[config.mk]
export PLATFORM = sky130hd
export DESIGN_NAME = axis_coef_pipeline
export DESIGN_NICKNAME = d
export VERILOG_FILES = /design/src/rtl/axis_coef_pipeline.sv
export SDC_FILE = /design/constraint.sdc
export NUM_CORES = 1
export LEC_CHECK = 0
export BUFFER_PORTS_ARGS = -buffer_cell sky130_fd_sc_hd__buf_2
export CAP_MARGIN = 25
export CELL_PAD_IN_SITES_DETAIL_PLACEMENT = 0
export CELL_PAD_IN_SITES_GLOBAL_PLACEMENT = 1
export CORE_ASPECT_RATIO = 0.8
export CORE_MARGIN = 2
export CORE_UTILIZATION = 35
export CTS_CLUSTER_DIAMETER = 60
export DETAILED_ROUTE_END_ITERATION = 8
export PLACE_DENSITY = 0.77
export SETUP_SLACK_MARGIN = 0.5
export SYNTH_ARGS = -nofsm -noshare
export SYNTH_HDL_FRONTEND = slang
export SYNTH_SLANG_ARGS = --single-unit
[constraint.sdc]
create_clock -name clock -period 3 [get_ports clock]
set_input_delay 0.45 -clock clock [delete_from_list [all_inputs] [get_ports clock]]
set_output_delay 0.45 -clock clock [all_outputs]
set_load 0.01 [all_outputs]
[src/rtl/axis_coef_pipeline.sv]
// Multi-lane AXI-Stream "add coefficient" pipeline with AXI4-Lite registers.
// Optional AXIS_TLAST_EN adds tlast pass-through and a PKTS counter at 0x14.
module axis_coef_pipeline #(
  parameter int          DATA_W    = 16,
  parameter int          LANES     = 1,
  parameter logic [31:0] ID_VALUE  = 32'hC0EF0002,
  parameter logic [31:0] VER_VALUE = 32'h00020000
) (
  input  logic                    clock,
  input  logic                    reset_n,
  input  logic [4:0]              s_axi_awaddr,
  input  logic                    s_axi_awvalid,
  output logic                    s_axi_awready,
  input  logic [31:0]             s_axi_wdata,
  input  logic [3:0]              s_axi_wstrb,
  input  logic                    s_axi_wvalid,
  output logic                    s_axi_wready,
  output logic [1:0]              s_axi_bresp,
  output logic                    s_axi_bvalid,
  input  logic                    s_axi_bready,
  input  logic [4:0]              s_axi_araddr,
  input  logic                    s_axi_arvalid,
  output logic                    s_axi_arready,
  output logic [31:0]             s_axi_rdata,
  output logic [1:0]              s_axi_rresp,
  output logic                    s_axi_rvalid,
  input  logic                    s_axi_rready,
`ifdef AXIS_TLAST_EN
  input  logic                    s_axis_tlast,
  output logic                    m_axis_tlast,
`endif
  input  logic [DATA_W*LANES-1:0] s_axis_tdata,
  input  logic                    s_axis_tvalid,
  output logic                    s_axis_tready,
  output logic [DATA_W*LANES-1:0] m_axis_tdata,
  output logic                    m_axis_tvalid,
  input  logic                    m_axis_tready
);

  localparam int TW = DATA_W * LANES;

  typedef enum logic [1:0] {IDLE, WRESP, RRESP} st_t;

  st_t               r_st, w_st_nxt;
  logic              r_run;
  logic              w_wr, w_rd;
  logic [DATA_W-1:0] r_coef;
  logic              r_sat;
  logic [31:0]       r_stats, r_rdata, w_rmux, w_cnew;
  logic              w_wcoef, w_wctrl, w_clr;

  logic              r_v1, r_v2, r_s1;
  logic [TW-1:0]     r_d1, r_d2, w_res;
  logic [DATA_W-1:0] r_c1;
  logic [DATA_W:0]   w_sum;
  logic              w_adv2, w_mv12, w_ld1, w_shs, w_ohs;
  logic              w_unused;

  // Holds every ready low until the first clock after reset release
  always_ff @(posedge clock or negedge reset_n) begin
    if (!reset_n) r_run <= 1'b0;
    else          r_run <= 1'b1;
  end

  always_ff @(posedge clock or negedge reset_n) begin
    if (!reset_n) r_st <= IDLE;
    else          r_st <= w_st_nxt;
  end

  always_comb begin
    w_st_nxt = r_st;
    w_wr     = 1'b0;
    w_rd     = 1'b0;
    unique case (r_st)
      IDLE: begin
        if (r_run && s_axi_awvalid && s_axi_wvalid) begin
          w_wr     = 1'b1;
          w_st_nxt = WRESP;
        end else if (r_run && s_axi_arvalid) begin
          w_rd     = 1'b1;
          w_st_nxt = RRESP;
        end
      end
      WRESP: if (s_axi_bready) w_st_nxt = IDLE;
      RRESP: if (s_axi_rready) w_st_nxt = IDLE;
      default: w_st_nxt = IDLE;
    endcase
  end

  assign s_axi_awready = w_wr;
  assign s_axi_wready  = w_wr;
  assign s_axi_arready = w_rd;
  assign s_axi_bvalid  = (r_st == WRESP);
  assign s_axi_rvalid  = (r_st == RRESP);
  assign s_axi_bresp   = 2'b00;
  assign s_axi_rresp   = 2'b00;
  assign s_axi_rdata   = r_rdata;

  assign w_wcoef = w_wr && (s_axi_awaddr[4:2] == 3'd3);
  assign w_wctrl = w_wr && (s_axi_awaddr[4:2] == 3'd4);
  assign w_clr   = w_wctrl && s_axi_wstrb[0] && s_axi_wdata[1];

  always_comb begin
    w_cnew = 32'(r_coef);
    for (int b = 0; b < 4; b++)
      if (s_axi_wstrb[b]) w_cnew[8*b +: 8] = s_axi_wdata[8*b +: 8];
  end

  always_ff @(posedge clock or negedge reset_n) begin
    if (!reset_n) begin
      r_coef <= '0;
      r_sat  <= 1'b0;
    end else begin
      if (w_wcoef) r_coef <= w_cnew[DATA_W-1:0];
      if (w_wctrl && s_axi_wstrb[0]) r_sat <= s_axi_wdata[0];
    end
  end

`ifdef AXIS_TLAST_EN
  logic [31:0] r_pkts;
  logic        r_l1, r_l2;
`endif

  always_comb begin
    w_rmux = '0;
    case (s_axi_araddr[4:2])
      3'd0: w_rmux = ID_VALUE;
      3'd1: w_rmux = VER_VALUE;
      3'd2: w_rmux = r_stats;
      3'd3: w_rmux = 32'(r_coef);
      3'd4: w_rmux = {31'd0, r_sat};
`ifdef AXIS_TLAST_EN
      3'd5: w_rmux = r_pkts;
`endif
      default: w_rmux = '0;
    endcase
  end

  always_ff @(posedge clock or negedge reset_n) begin
    if (!reset_n)  r_rdata <= '0;
    else if (w_rd) r_rdata <= w_rmux;
  end

  assign w_adv2        = !r_v2 || m_axis_tready;
  assign w_mv12        = r_v1 && w_adv2;
  assign w_ld1         = !r_v1 || w_mv12;
  assign s_axis_tready = r_run && w_ld1;
  assign w_shs         = s_axis_tvalid && s_axis_tready;
  assign w_ohs         = r_v2 && m_axis_tready;

  always_comb begin
    w_res = '0;
    w_sum = '0;
    for (int k = 0; k < LANES; k++) begin
      w_sum = {1'b0, r_d1[k*DATA_W +: DATA_W]} + {1'b0, r_c1};
      w_res[k*DATA_W +: DATA_W] = (r_s1 && w_sum[DATA_W]) ?
        {DATA_W{1'b1}} : w_sum[DATA_W-1:0];
    end
  end

  // Coefficient and mode are snapshotted with each beat at S1 capture
  always_ff @(posedge clock or negedge reset_n) begin
    if (!reset_n) begin
      r_v1 <= 1'b0;
      r_d1 <= '0;
      r_c1 <= '0;
      r_s1 <= 1'b0;
      r_v2 <= 1'b0;
      r_d2 <= '0;
    end else begin
      if (w_ld1) begin
        r_v1 <= w_shs;
        if (w_shs) begin
          r_d1 <= s_axis_tdata;
          r_c1 <= r_coef;
          r_s1 <= r_sat;
        end
      end
      if (w_adv2) begin
        r_v2 <= r_v1;
        if (r_v1) r_d2 <= w_res;
      end
    end
  end

  assign m_axis_tdata  = r_d2;
  assign m_axis_tvalid = r_v2;

  always_ff @(posedge clock or negedge reset_n) begin
    if (!reset_n)   r_stats <= '0;
    else if (w_clr) r_stats <= '0;
    else if (w_ohs) r_stats <= r_stats + 32'd1;
  end

`ifdef AXIS_TLAST_EN
  always_ff @(posedge clock or negedge reset_n) begin
    if (!reset_n) begin
      r_l1   <= 1'b0;
      r_l2   <= 1'b0;
      r_pkts <= '0;
    end else begin
      if (w_ld1 && w_shs) r_l1 <= s_axis_tlast;
      if (w_adv2 && r_v1) r_l2 <= r_l1;
      if (w_clr)                r_pkts <= '0;
      else if (w_ohs && r_l2)   r_pkts <= r_pkts + 32'd1;
    end
  end

  assign m_axis_tlast = r_l2;
`endif

  assign w_unused = ^{s_axi_awaddr[1:0], s_axi_araddr[1:0], w_cnew};

endmodule

==> results.md <==
* Setup TNS Final at 0 ps
* PD cells at 684 mW/mm²
* Post-synth top area cell: dfrtp_1
* Headroom to the max-slew limit at 0.436
* Post-Layout Cell Count at 952
* Status: complete, no violations
* 1st-iter DRT viols at 293
* Largest net degree at the start of global routing at 66
* Synth Area per Inst at 10.9 µm²
* Register bit count reported by yosys at 135
* Net Sw Frac at 0.289
* Post-Route WL at 15800 µm
* CTS tree: yes
* Switch Pwr at 1570 µW
* DR vias/cell at 5.08
* Power share of the sequential group at 0.417
* Area share of the largest cell type after synthesis at 0.520
* Fmax at 407 MHz
* Tot Pwr at 5440 µW
* # IOs at 130
* Async SR Flop Fraction at 1.00
* Post-synth EDFFs at 0
* Total CTS buffers at 17
* Die height at 126 µm
* Pre-antenna DRT Iters at 5
* Number of distinct library cells after synthesis at 51
* Worst setup EP type: flip-flop
* Grt total ovfl at 0
* Final HPWL from detailed placement at 11600 µm
* Unrepaired setup endpoints after global routing: true
* Maximum VDD drop at 0.000345 V
* Hold Crit Class: input pin to async pin
* First-pass GRT wire length at 25500 µm
* CTS hold repair buffers at 0
* Fraction of layout cells with a size suffix above 1 at 0.310
* CP required at 3310 ps
* WHS at 121 ps
* Most frequent cell after synthesis: dfrtp_1
* Placer Congestion at 0.853
* Pleak at 0.00384 µW
* Worst Skew at 15.1 ps
* Max-slew violations at 0
* H-tree Lvls at 4
* Max cap viols at 0
* Antenna Violating Nets Remaining at 0
* Worst Max-Slew Pin Slew at 845 ps
* Largest fanout on the critical path at 3
* CP startpoint kind: flip-flop
* CTS clk-pin slew, worst paths at 60 ps
* Later-pin clock latency in the skew report at 430 ps
* Core area at 0.0182 mm²
* DIE AREA at 0.0197 mm²
* DP Cell Count at 913
* Die X at 156 µm
* WP data arrival at 2770 ps
* CTS max path bufs at 2
* Crit path kind: flip-flop to flip-flop
* Combinational group share of total power at 0.206
* Routed vias at 4838
* Synth Flop Type: dfrtp_1
* Number of I/O port buffers at 103
* GRT Resource Usage Total at 0.166
* N_diodes at 0
* Avg WL per Cell at 16.6 µm
* Synth area leaders: dfrtp_1 52%, mux2_2 8.8%, nand2_1 3.8%, xor2_1 3.4%, ha_1 3.3%
* Tmin final at 2460 ps
* Design area at 0.00795 mm²
* Synthesis Warnings at 0
* Setup violations, final at 0
* Clock Power Share at 0.378
* Pint at 3870 µW
* Sink Count at 135
* Vias in the first global route at 4818
* Nets@finish at 798
* Placement Cell Area at 0.00727 mm²
* Seq/Total Area, Yosys at 0.520
* Drt drc at 0
* Cells after Synth at 596
* Final period util at 0.819
* Initial antenna violation count at 0
* Number of core rows at 44
* Area growth syn-to-layout at 22.5%
* Clk root buf: clkbuf_16
* Cell Area, Synth at 0.00649 mm²
* Most instantiated cells after synthesis: 135 x dfrtp_1, 65 x nand2_1, 51 x mux2_2
* Starting density of the core at 0.357
* Final Hold Vio Count at 0
==> worst max-delay path, stage by stage, from the launching register on <==
cell	delay [ps]
dfrtp_1	380
ha_2	200
fa_2	370
a21o_1	170
a311o_1	340
a31oi_4	220
o21ai_4	90
a21bo_4	250
o32a_1	330
==> metal layers <==
metal / vias up / GRT usage / wire length, µm
li1: 2320 / - / -
met1: 2380 / 0.238 / 7500
met2: 125 / 0.249 / 7260
met3: 13 / 0.0475 / 911
met4: 0 / 0.0405 / 118
met5: - / 0 / 0
==> layout make-up <==
type,count,area [µm²]
Inverter,12,45.0
Multi-Input combinational cell,424,3000
Fill cell,1683,10200
Sequential cell,135,3380
Timing Repair Buffer,119,663
Clock buffer,20,457
Clock inverter,12,126
Tap cell,230,288
==> logic make-up (layout without fill, tap and decap cells) <==
family / Yosys count / after routing / synth area share
and+or+nand+nor: 198 / 198 / 0.150
buffers and inverters: 40 / 163 / 0.0266
DFF: 135 / 135 / 0.520
AOI/OAI and AO/OA: 100 / 100 / 0.104
muxes: 67 / 67 / 0.113
other: 2 / 5 / 0.00116
adders and majority gates: 18 / 18 / 0.0359
xor gates and xnor gates: 36 / 36 / 0.0486
==> registers in the layout (all words and copies together) (netlist names) <==
name           count
s_axi_rdata       32
r_sat              1
m_axis_tdata      16
r_st               2
r_s1               1
r_run              1
r_coef            16
r_stats           32
r_d1              16
m_axis_tvalid      1
r_v1               1
r_c1              16
==> power by group through the flow <==
| stage | Combinational, µW | Clock (µW) | Sequential [µW] |
|---|---|---|---|
| detailed placement | 1070 | 0 | 2300 |
| CTS | 1120 | 2090 | 2270 |
| global route | 1240 | 2190 | 2300 |
| global placement | 1040 | 0 | 2290 |
| finish | 1120 | 2050 | 2270 |
| floorplan | 672 | 0 | 2300 |
==> timing repair <==
item / CTS / global route
setup buffers: 6 / 1
pin swaps: 8 / 2
gates resized for setup: 5 / 3
endpoints found under the setup margin: 13 / 15
==> worst paths after layout <==
path                       cells after the start                   startpoint  slack (ps)                           to
max                                            8          r_c1[0]$_DFFE_PN0P_         540  m_axis_tdata[9]$_DFFE_PN0P_
min                                            1                      reset_n         120         r_d1[15]$_DFFE_PN0P_
max reg2reg                                    8          r_c1[0]$_DFFE_PN0P_         540  m_axis_tdata[9]$_DFFE_PN0P_
min reg2reg                                    2  s_axi_rdata[27]$_DFFE_PN0P_         480  s_axi_rdata[27]$_DFFE_PN0P_
max in group asynchronous                      2                      reset_n        2060   s_axi_rdata[5]$_DFFE_PN0P_
min in group clock                             2                 s_axi_rready         230          r_st[1]$_DFFE_PN0P_
==> through the flow <==
step	utilization	worst slack, ps
floorplan	-	526
detailed placement	0.400	212
global placement	0.400	277
global route	0.438	458
CTS	0.437	492
finish	0.438	542
==> cell usage in the layout, fill, tap and decap left out, types with 5 or more instances in the layout <==
cell / synthesis / routed
xnor2_1: 11 / 11
nand4_1: 11 / 11
dfrtp_1: 135 / 135
buf_4: 5 / 15
o21ai_0: 25 / 24
buf_2: 3 / 102
nand3_1: 22 / 21
conb_1: 2 / 5
mux2i_1: 16 / 16
inv_1: 12 / 12
nor2_1: 44 / 43
nand2_1: 65 / 65
a21o_1: 6 / 6
o31ai_1: 23 / 23
ha_1: 17 / 16
nor2_2: 5 / 6
mux2_2: 51 / 51
clkinv_2: 0 / 5
a21oi_1: 19 / 19
nor2b_1: 14 / 14
clkbuf_16: 0 / 17
and3_1: 6 / 6
xor2_1: 25 / 25
o22a_1: 12 / 12
No activity file was read; power rests on OpenSTA's default activity.
